[src/rtl/bridge_cmd_pkg.sv]
// Shared definitions for the host command handler: command, result and
// status codes, FSM states and the decoded-operation type.
package bridge_cmd_pkg;

    localparam logic [15:0] CMD_STATUS       = 16'h0000;
    localparam logic [15:0] CMD_RESET_ENTER  = 16'h0010;
    localparam logic [15:0] CMD_RESET_EXIT   = 16'h0011;
    localparam logic [15:0] CMD_SLOT_UPDATE  = 16'h008A;
    localparam logic [15:0] CMD_ALL_COMPLETE = 16'h008F;
    localparam logic [15:0] CMD_RTC          = 16'h0090;

    localparam logic [15:0] RES_OK      = 16'h0000;
    localparam logic [15:0] RES_UNKNOWN = 16'h0001;
    localparam logic [15:0] RES_TIMEOUT = 16'h0002;

    localparam logic [31:0] STATUS_BOOTING = 32'h0000_0001;
    localparam logic [31:0] STATUS_RUNNING = 32'h0000_0003;

    typedef enum logic [2:0] {
        ST_IDLE,
        ST_ACK,
        ST_EXEC,
        ST_WAIT,
        ST_DONE
    } state_t;

    typedef enum logic [2:0] {
        OP_STATUS,
        OP_RESET_ENTER,
        OP_RESET_EXIT,
        OP_SLOT_UPDATE,
        OP_ALL_COMPLETE,
        OP_RTC,
        OP_UNKNOWN
    } op_t;

    function automatic op_t decode_cmd(input logic [15:0] word);
        op_t op;
        case (word)
            CMD_STATUS:       op = OP_STATUS;
            CMD_RESET_ENTER:  op = OP_RESET_ENTER;
            CMD_RESET_EXIT:   op = OP_RESET_EXIT;
            CMD_SLOT_UPDATE:  op = OP_SLOT_UPDATE;
            CMD_ALL_COMPLETE: op = OP_ALL_COMPLETE;
            CMD_RTC:          op = OP_RTC;
            default:          op = OP_UNKNOWN;
        endcase
        return op;
    endfunction

    // Word 0 sits in the MSBs of the 128-bit parameter block.
    function automatic logic [31:0] param_word(input logic [127:0] p, input logic [1:0] n);
        logic [31:0] w;
        case (n)
            2'd0:    w = p[127:96];
            2'd1:    w = p[95:64];
            2'd2:    w = p[63:32];
            default: w = p[31:0];
        endcase
        return w;
    endfunction

endpackage

[src/rtl/bridge_driver_if.sv]
// Command channel between the host driver and the command handler.
// valid/word/param come from the driver; ack, progress, done, result and
// response come back from the handler (ack and done are one-cycle pulses).
interface bridge_driver_if;
    logic         valid;
    logic [15:0]  word;
    logic [127:0] param;
    logic         ack;
    logic [15:0]  progress;
    logic         done;
    logic [15:0]  result;
    logic [127:0] response;

    modport master (
        output valid, word, param,
        input  ack, progress, done, result, response
    );

    modport slave (
        input  valid, word, param,
        output ack, progress, done, result, response
    );
endinterface

[src/rtl/bridge_host_cmd_handler.sv]
// Host command handler: accepts one command at a time, acknowledges it,
// executes it (optionally waiting for core boot) and reports completion.
module bridge_host_cmd_handler
    import bridge_cmd_pkg::*;
#(
    parameter logic [15:0] WAIT_TIMEOUT = 16'd1000
) (
    input  logic        clk,
    input  logic        reset_n,
    bridge_driver_if.slave cmd,
    input  logic        core_ready,
    output logic        in_reset,
    output logic        slot_upd_valid,
    output logic [15:0] slot_upd_id,
    output logic [31:0] slot_upd_size,
    output logic        slot_all_complete,
    output logic        rtc_valid,
    output logic [31:0] rtc_epoch,
    output logic [31:0] rtc_date,
    output logic [31:0] rtc_time,
    output state_t      dbg_state
);

    state_t        r_state;
    logic [15:0]   r_word;
    logic [31:0]   r_pw0;
    logic [31:0]   r_pw1;
    logic [31:0]   r_pw2;
    op_t           r_op;
    logic          r_exec_dec;
    logic [15:0]   r_wait_cnt;
    logic [15:0]   r_result;
    logic [127:0]  r_response;
    logic          r_in_reset;
    logic          r_slot_upd_valid;
    logic [15:0]   r_slot_upd_id;
    logic [31:0]   r_slot_upd_size;
    logic          r_slot_all_complete;
    logic          r_rtc_valid;
    logic [31:0]   r_rtc_epoch;
    logic [31:0]   r_rtc_date;
    logic [31:0]   r_rtc_time;

    state_t        w_next_state;
    logic [15:0]   w_done_result;
    logic [127:0]  w_done_response;

    // EXEC spends its first cycle registering the decode and acts in the
    // second, giving a fixed four-cycle valid-to-done latency.
    always_comb begin
        w_next_state    = r_state;
        w_done_result   = RES_OK;
        w_done_response = '0;
        case (r_state)
            ST_IDLE: begin
                if (cmd.valid) w_next_state = ST_ACK;
            end
            ST_ACK: w_next_state = ST_EXEC;
            ST_EXEC: begin
                if (r_exec_dec) begin
                    case (r_op)
                        OP_RESET_EXIT: w_next_state = ST_WAIT;
                        OP_STATUS: begin
                            w_next_state    = ST_DONE;
                            w_done_response = {((r_in_reset || !core_ready) ?
                                                STATUS_BOOTING : STATUS_RUNNING), 96'h0};
                        end
                        OP_UNKNOWN: begin
                            w_next_state  = ST_DONE;
                            w_done_result = RES_UNKNOWN;
                        end
                        default: w_next_state = ST_DONE;
                    endcase
                end
            end
            ST_WAIT: begin
                if (core_ready) begin
                    w_next_state = ST_DONE;
                end else if (r_wait_cnt == WAIT_TIMEOUT) begin
                    w_next_state  = ST_DONE;
                    w_done_result = RES_TIMEOUT;
                end
            end
            ST_DONE: w_next_state = ST_IDLE;
            default: w_next_state = ST_IDLE;
        endcase
    end

    always_ff @(posedge clk) begin
        if (!reset_n) begin
            r_state             <= ST_IDLE;
            r_word              <= '0;
            r_pw0               <= '0;
            r_pw1               <= '0;
            r_pw2               <= '0;
            r_op                <= OP_STATUS;
            r_exec_dec          <= 1'b0;
            r_wait_cnt          <= '0;
            r_result            <= '0;
            r_response          <= '0;
            r_in_reset          <= 1'b1;
            r_slot_upd_valid    <= 1'b0;
            r_slot_upd_id       <= '0;
            r_slot_upd_size     <= '0;
            r_slot_all_complete <= 1'b0;
            r_rtc_valid         <= 1'b0;
            r_rtc_epoch         <= '0;
            r_rtc_date          <= '0;
            r_rtc_time          <= '0;
        end else begin
            r_state             <= w_next_state;
            r_slot_upd_valid    <= 1'b0;
            r_slot_all_complete <= 1'b0;
            r_rtc_valid         <= 1'b0;
            case (r_state)
                ST_IDLE: begin
                    if (cmd.valid) begin
                        r_word <= cmd.word;
                        r_pw0  <= param_word(cmd.param, 2'd0);
                        r_pw1  <= param_word(cmd.param, 2'd1);
                        r_pw2  <= param_word(cmd.param, 2'd2);
                    end
                end
                ST_ACK: r_exec_dec <= 1'b0;
                ST_EXEC: begin
                    r_exec_dec <= 1'b1;
                    if (!r_exec_dec) begin
                        r_op <= decode_cmd(r_word);
                    end else begin
                        // Side-effect pulses are registered here so they land in DONE.
                        case (r_op)
                            OP_RESET_ENTER: r_in_reset <= 1'b1;
                            OP_RESET_EXIT: begin
                                r_in_reset <= 1'b0;
                                r_wait_cnt <= '0;
                            end
                            OP_SLOT_UPDATE: begin
                                r_slot_upd_valid <= 1'b1;
                                r_slot_upd_id    <= r_pw0[15:0];
                                r_slot_upd_size  <= r_pw1;
                            end
                            OP_ALL_COMPLETE: r_slot_all_complete <= 1'b1;
                            OP_RTC: begin
                                r_rtc_valid <= 1'b1;
                                r_rtc_epoch <= r_pw0;
                                r_rtc_date  <= r_pw1;
                                r_rtc_time  <= r_pw2;
                            end
                            default: ;
                        endcase
                    end
                end
                ST_WAIT: begin
                    if (w_next_state == ST_WAIT && r_wait_cnt != 16'hFFFF)
                        r_wait_cnt <= r_wait_cnt + 16'd1;
                end
                default: ;
            endcase
            if (w_next_state == ST_DONE) begin
                r_result   <= w_done_result;
                r_response <= w_done_response;
            end
        end
    end

    assign cmd.ack           = (r_state == ST_ACK);
    assign cmd.done          = (r_state == ST_DONE);
    assign cmd.progress      = (r_state == ST_WAIT) ? r_wait_cnt : 16'h0000;
    assign cmd.result        = r_result;
    assign cmd.response      = r_response;
    assign in_reset          = r_in_reset;
    assign slot_upd_valid    = r_slot_upd_valid;
    assign slot_upd_id       = r_slot_upd_id;
    assign slot_upd_size     = r_slot_upd_size;
    assign slot_all_complete = r_slot_all_complete;
    assign rtc_valid         = r_rtc_valid;
    assign rtc_epoch         = r_rtc_epoch;
    assign rtc_date          = r_rtc_date;
    assign rtc_time          = r_rtc_time;
    assign dbg_state         = r_state;

endmodule

[src/flat_wrapper.sv]
// flat-port wrapper written by rule: the top's interface ports become plain ports
module bridge_host_cmd_handler_flat import bridge_cmd_pkg::*;
#(
    parameter logic [15:0] WAIT_TIMEOUT = 16'd1000
)
  (clk, reset_n, core_ready, in_reset, slot_upd_valid, slot_upd_id, slot_upd_size, slot_all_complete, rtc_valid, rtc_epoch, rtc_date, rtc_time, dbg_state, cmd_valid, cmd_word, cmd_param, cmd_ack, cmd_progress, cmd_done, cmd_result, cmd_response);
  bridge_driver_if cmd_i ();
  input  logic clk;
  input  logic reset_n;
  input  logic core_ready;
  output logic in_reset;
  output logic slot_upd_valid;
  output logic [15:0] slot_upd_id;
  output logic [31:0] slot_upd_size;
  output logic slot_all_complete;
  output logic rtc_valid;
  output logic [31:0] rtc_epoch;
  output logic [31:0] rtc_date;
  output logic [31:0] rtc_time;
  output state_t dbg_state;
  input wire logic [$bits(cmd_i.valid)-1:0] cmd_valid;
  input wire logic [$bits(cmd_i.word)-1:0] cmd_word;
  input wire logic [$bits(cmd_i.param)-1:0] cmd_param;
  output wire logic [$bits(cmd_i.ack)-1:0] cmd_ack;
  output wire logic [$bits(cmd_i.progress)-1:0] cmd_progress;
  output wire logic [$bits(cmd_i.done)-1:0] cmd_done;
  output wire logic [$bits(cmd_i.result)-1:0] cmd_result;
  output wire logic [$bits(cmd_i.response)-1:0] cmd_response;
  assign cmd_i.valid = cmd_valid;
  assign cmd_i.word = cmd_word;
  assign cmd_i.param = cmd_param;
  assign cmd_ack = cmd_i.ack;
  assign cmd_progress = cmd_i.progress;
  assign cmd_done = cmd_i.done;
  assign cmd_result = cmd_i.result;
  assign cmd_response = cmd_i.response;
  bridge_host_cmd_handler #(.WAIT_TIMEOUT(WAIT_TIMEOUT)) u_core (.clk(clk), .reset_n(reset_n), .cmd(cmd_i), .core_ready(core_ready), .in_reset(in_reset), .slot_upd_valid(slot_upd_valid), .slot_upd_id(slot_upd_id), .slot_upd_size(slot_upd_size), .slot_all_complete(slot_all_complete), .rtc_valid(rtc_valid), .rtc_epoch(rtc_epoch), .rtc_date(rtc_date), .rtc_time(rtc_time), .dbg_state(dbg_state));
endmodule
[config.mk]
export PLATFORM = sky130hd
export DESIGN_NAME = bridge_host_cmd_handler_flat
export DESIGN_NICKNAME = d
export VERILOG_FILES = /design/src/rtl/bridge_cmd_pkg.sv /design/src/rtl/bridge_driver_if.sv /design/src/rtl/bridge_host_cmd_handler.sv /design/src/flat_wrapper.sv
export SDC_FILE = /design/constraint.sdc
export NUM_CORES = 1
export LEC_CHECK = 0
export BUFFER_PORTS_ARGS = -buffer_cell sky130_fd_sc_hd__buf_2
export CAP_MARGIN = 20
export CELL_PAD_IN_SITES_DETAIL_PLACEMENT = 1
export CELL_PAD_IN_SITES_GLOBAL_PLACEMENT = 1
export CORE_ASPECT_RATIO = 0.9
export CORE_MARGIN = 8
export CORE_UTILIZATION = 31
export DETAILED_ROUTE_END_ITERATION = 10
export PLACE_DENSITY_LB_ADDON = 0.1
export SYNTH_ARGS = -nofsm -noshare
export SYNTH_HDL_FRONTEND = slang
export SYNTH_SLANG_ARGS = --single-unit
[constraint.sdc]
create_clock -name clk -period 1.8 [get_ports clk]
set_input_delay 0.27 -clock clk [delete_from_list [all_inputs] [get_ports clk]]
set_output_delay 0.27 -clock clk [all_outputs]
set_load 0.02 [all_outputs]
# Word-level counts from Yosys, hierarchy flattened
# Index checks and enable logic that the tools add are counted.
[op_classes]
n_addsub = 1
eq_ne = 22
reduce_logical = 16
n_bitwise = 1
n_mux = 26
[ops]
columns = ["op", "n"]
rows = [
  ["$mux W128", 3],
  ["$mux W16", 6],
  ["$pmux W16 S2", 2],
  ["$eq A16 B8 Y1 const B", 3],
  ["$eq A16 B5 Y1 const B", 2],
  ["$pmux W3 S6", 1],
  ["$add A16 B1 Y16 const B", 1],
  ["$eq A16 B10 Y1 const B", 1],
  ["$logic_not A16 Y1", 1],
  ["$ne A16 B16 Y1 const B", 1],
  ["$eq A3 B2 Y1 const B", 5],
  ["$eq A3 B3 Y1 const B", 5],
  ["$mux W3", 5],
  ["$pmux W3 S4", 1],
  ["$reduce_and A3 Y1", 4],
  ["$eq A3 B1 Y1 const B", 2],
  ["$logic_not A3 Y1", 2],
  ["$reduce_bool A2 Y1", 3],
  ["$mux W1", 4],
  ["$mux W2", 2],
  ["$ne A2 B1 Y1 const B", 2],
  ["$pmux W1 S2", 2],
  ["$reduce_and A2 Y1", 2],
  ["$reduce_and A4 Y1", 1],
  ["5 further kinds", 5],
]
[totals]
inputBits = 148
out_inout_bits = 313
ff_bits = 427

# Logic depth before layout (Yosys ltp)
[logic_depth]
word_depth = 8
depth_mapped = 8

# Worst setup path after synthesis
# No wires, ideal clock.
[synth_path]
kind = "reg2out"
startpoint = "register u_core.r_state[0] (netlist: u_core.dbg_state[0])"
endpoint = "output cmd_progress[15]"
path_slack_ns = -0.062
stages_incl_launch_ff = 6
path_buffers = 3
arrival_ns = 1.592
required_time_ns = 1.530
cell_sequence = "dfxtp_1 > buf_2 > and3b_1 > clkbuf_1 > clkbuf_1 > and2_1"
[synth_between]
elab_chain_len = 2
[synth_lines]
columns = ["item", "line_no", "rtl"]
rows = [
  ["start: declaration", "bridge_host_cmd_handler.sv:24", "state_t r_state;"],
  ["start signal: assignment", "bridge_host_cmd_handler.sv:111", "r_state <= w_next_state;"],
  ["$eq A3 B2 Y1", "bridge_host_cmd_handler.sv:168", "assign cmd.progress = (r_state == ST_WAIT) ? r_wait_cnt : 16'h0000;"],
  ["$mux W16", "bridge_host_cmd_handler.sv:168", ""],
  ["end: declaration", "flat_wrapper.sv:25", "output wire logic [$bits(cmd_i.progress)-1:0] cmd_progress;"],
]
# No other way between the ends.

# Worst setup path after layout
[layout_path]
startpoint = "register u_core.r_state[0] (netlist: u_core.dbg_state[0])"
endpoint = "output cmd_progress[4]"
# Same word-level chain as after synthesis.

==> impl_metrics.yaml <==
status:
  status: "complete, but fails checks"
  failed_checks: "setup timing"
synth:
  ys.flop_type: "dfxtp_1"
  synth_area_leader_cell: "dfxtp_1"
  syn_area_per_cell_um2: 7.77
  yosys_warnings: 0
  async_reset_ff_share_pct: 0
  ys_seq_area_share_pct: 49.4
  synth_edf_count: 0
  synth_seq_cells: 287
  synth_cell_types: 53
  synth_area_mm2: 0.0116
  netlist_instances: 1498
  synth.top_cell.area_share_pct: 49.4
  synthTopCellsByArea: "dfxtp_1, nand2_1, a21oi_1"
timing:
  hold_viol_final: 0
  worst_slack_ns: -0.215
  setup_viol: 245
  tightest_slew_ns: 0.731
  fmax_mhz: 496
  rsz0062_at_grt: "true"
  final.period_utilization_pct: 112
  slew_headroom_pct: 51.3
  finClkSkew_ns: 0.0148
  whs_ns: 0.0181
  min_period_ns: 2.02
  slew_violations: 0
final_layout:
  layout-drive-gt1-share_pct: 27.6
  fin_nets: 2105
  design_area_mm2: 0.0169
  syn_to_final_growth_pct: 45.0
route:
  num_vias: 11338
  postRouteAntennaNets: 0
  vias_per_cell: 4.61
  routed_wl_um: 45000
  wl_per_cell_um: 18.3
  dr.pass1.iters: 4
  drc: 0
  drt_iter0_drc: 460
clock_network:
  clock_path_buffers: 3
  clock-sinks: 287
  clkLatencyLatePin_ns: 0.52
  cts_tree: "built"
  clkTransAtPathRegs_ns: 0.06
  cts_made_buffers: 35
  htreeDepth: 2
  cts-root-buf: "clkbuf_16"
power_and_ir_drop:
  p_seq_share_pct: 43.8
  sw_frac_of_total_pct: 25.3
  vdd_ir_drop_max_uv: 443
  power_frac_comb_pct: 11.3
  clockPowerShare_pct: 44.9
  internal_power_mw: 11.4
  pwr_density_cell_mw_per_mm2: 904
  switchingPower_mw: 3.86
  p_leak_nw: 7.26
place:
  place.gp.congestion: 0.838
  numPortBuffers: 288
  place_area_mm2: 0.0137
  place_hpwl_um: 29100
die:
  core_mm2: 0.0371
  die_h_um: 200
  die_area_mm2: 0.0440
  row_count: 67
  start_util_pct: 31.3
  die_w_um: 220
  io_pins: 461
worst_setup_path:
  path_max_fanout: 6
  critPathArrivalTime_ns: 1.75
  crit_path_end_kind: "primary output"
  start_kind: "flip-flop"
  critical_path_required_ns: 1.53
  path_class: "reg -> out"
worst_hold_path:
  hold_path.class: "in -> reg"
global_route:
  globalRouteOverflowTotal: 0
  grt_pass1_vias: 11672
  grt_start_max_net_pins: 69
  grt_use_total_pct: 18.6
  grt_pass1_wl_um: 65600
  grt_antenna_before_repair: 3
job:
  cap_viol_max_count: 0
-- Yosys cell counts, types with 6 or more instances --
library cell / number
nand2_1: 533
and3_1: 8
buf_4: 141
nor2_1: 22
buf_2: 22
clkbuf_1: 72
inv_1: 8
dfxtp_1: 287
nand4_1: 7
nor4_1: 6
and2_1: 16
nand2b_1: 8
o21ai_0: 14
nand3_1: 13
a21oi_1: 276
-- per-stage QoR --
stage	TNS, ns	setup slack [ns]	power, mW	utilization, %	instances
detailed placement	-1.24	-0.156	8.10	36.9	2254
global placement	-0.634	-0.103	8.08	36.9	2254
CTS	-5.19	-0.228	15.3	44.2	2438
global route	-39.06	-0.265	15.9	45.4	2459
finish	-12.83	-0.215	15.3	45.4	2460
floorplan	0	0.0221	7.81	-	1637
-- cells in the final DEF (no fill, tap or decap), drive strengths merged, types with 7 or more instances in the layout --
master and n:
conb 140, and3 8, nand3 13, dfxtp 287
and2 16, nor2 22, nor4 7, o21ai 14
a21oi 276, nand4 9, clkbuf 58, inv 9
buf 407, dlygate4sd3 104, nand2b 8, nand2 533
-- kinds of logic after synthesis --
| kind of cell | synth area share [%] |
|---|---|
| muxes | 0.172 |
| and+or+nand+nor | 22.9 |
| buffers and inverters | 12.8 |
| xor gates and xnor gates | 0.0753 |
| adders and majority gates | 0.215 |
| AOI/OAI and AO/OA | 14.4 |
| other | 0.0322 |
| DFF | 49.4 |
-- worst paths after layout --
kind                                                          from                                  to  slack, ns  depth (start not counted)
worst max-delay path                u_core.dbg_state[0]$_SDFF_PN0_                     cmd_progress[4]      -0.22                          6
worst max register to register  u_core.r_wait_cnt[10]$_SDFFE_PN0P_  u_core.r_wait_cnt[11]$_SDFFE_PN0P_      -0.17                          6
worst min register to register       u_core.r_pw0[20]$_SDFFE_PN0P_   u_core.rtc_epoch[20]$_SDFFE_PN0P_       0.45                          2
worst min-delay path                                 cmd_param[92]       u_core.r_pw1[28]$_SDFFE_PN0P_       0.02                          3
-- power by group through the flow --
stage	clock [mW]	combinational, mW	sequential (mW)
finish	6.85	1.72	6.68
global route	7.32	1.87	6.70
CTS	7.09	1.55	6.68
detailed placement	0	1.28	6.82
global placement	0	1.27	6.81
floorplan	0	1.03	6.79
-- repair_timing --
action / 4_1_cts / 5_1_grt
setup endpoints to repair: 34 / 297
cloned: 2 / 9
hold buffers: 104 / 0
resized for setup: 112 / 39
setup buffers: 21 / 13
hold endpoints to repair: 104 / 0
pin swaps: 40 / 21
-- critical path: stages (launching register included) --
cell,delay (ns)
dfxtp_2,0.34
buf_6,0.11
and3b_2,0.22
buf_8,0.16
buf_12,0.13
and2_4,0.15
buf_6,0.12
-- flip-flops by register name (all words and copies together), names as in the netlist --
register / cells
u_core.slot_all_complete: 1
u_core.rtc_date: 32
u_core.r_pw0: 32
u_core.slot_upd_valid: 1
u_core.cmd.response: 2
u_core.rtc_valid: 1
u_core.cmd.result: 2
u_core.r_exec_dec: 1
u_core.slot_upd_id: 16
u_core.r_wait_cnt: 16
u_core.r_pw2: 32
u_core.rtc_time: 32
u_core.r_word: 16
u_core.r_op: 3
u_core.slot_upd_size: 32
u_core.r_pw1: 32
u_core.rtc_epoch: 32
u_core.dbg_state: 3
u_core.in_reset: 1
-- metal layers --
metal	routed length, um	global-route usage [%]	share of wire (%)	up-vias
li1	-	-	-	5518
met1	19300	22.6	43	5474
met2	21700	31.3	48	274
met3	2780	5.38	6.2	68
met4	1150	6.44	2.6	4
met5	19	0	0.042	-
-- cell type report --
| type | count | area, um^2 |
|---|---|---|
| fill | 4547 | 20300 |
| sequential | 287 | 5760 |
| multi-input combinational | 1104 | 5270 |
| timing repair buffer | 518 | 4080 |
| clock buffer | 52 | 1080 |
| tap | 483 | 604 |
| inverter | 9 | 41.3 |
| clock inverter | 5 | 28.8 |
| antenna | 2 | 5.00 |
Power figures use the tool's default switching activity.
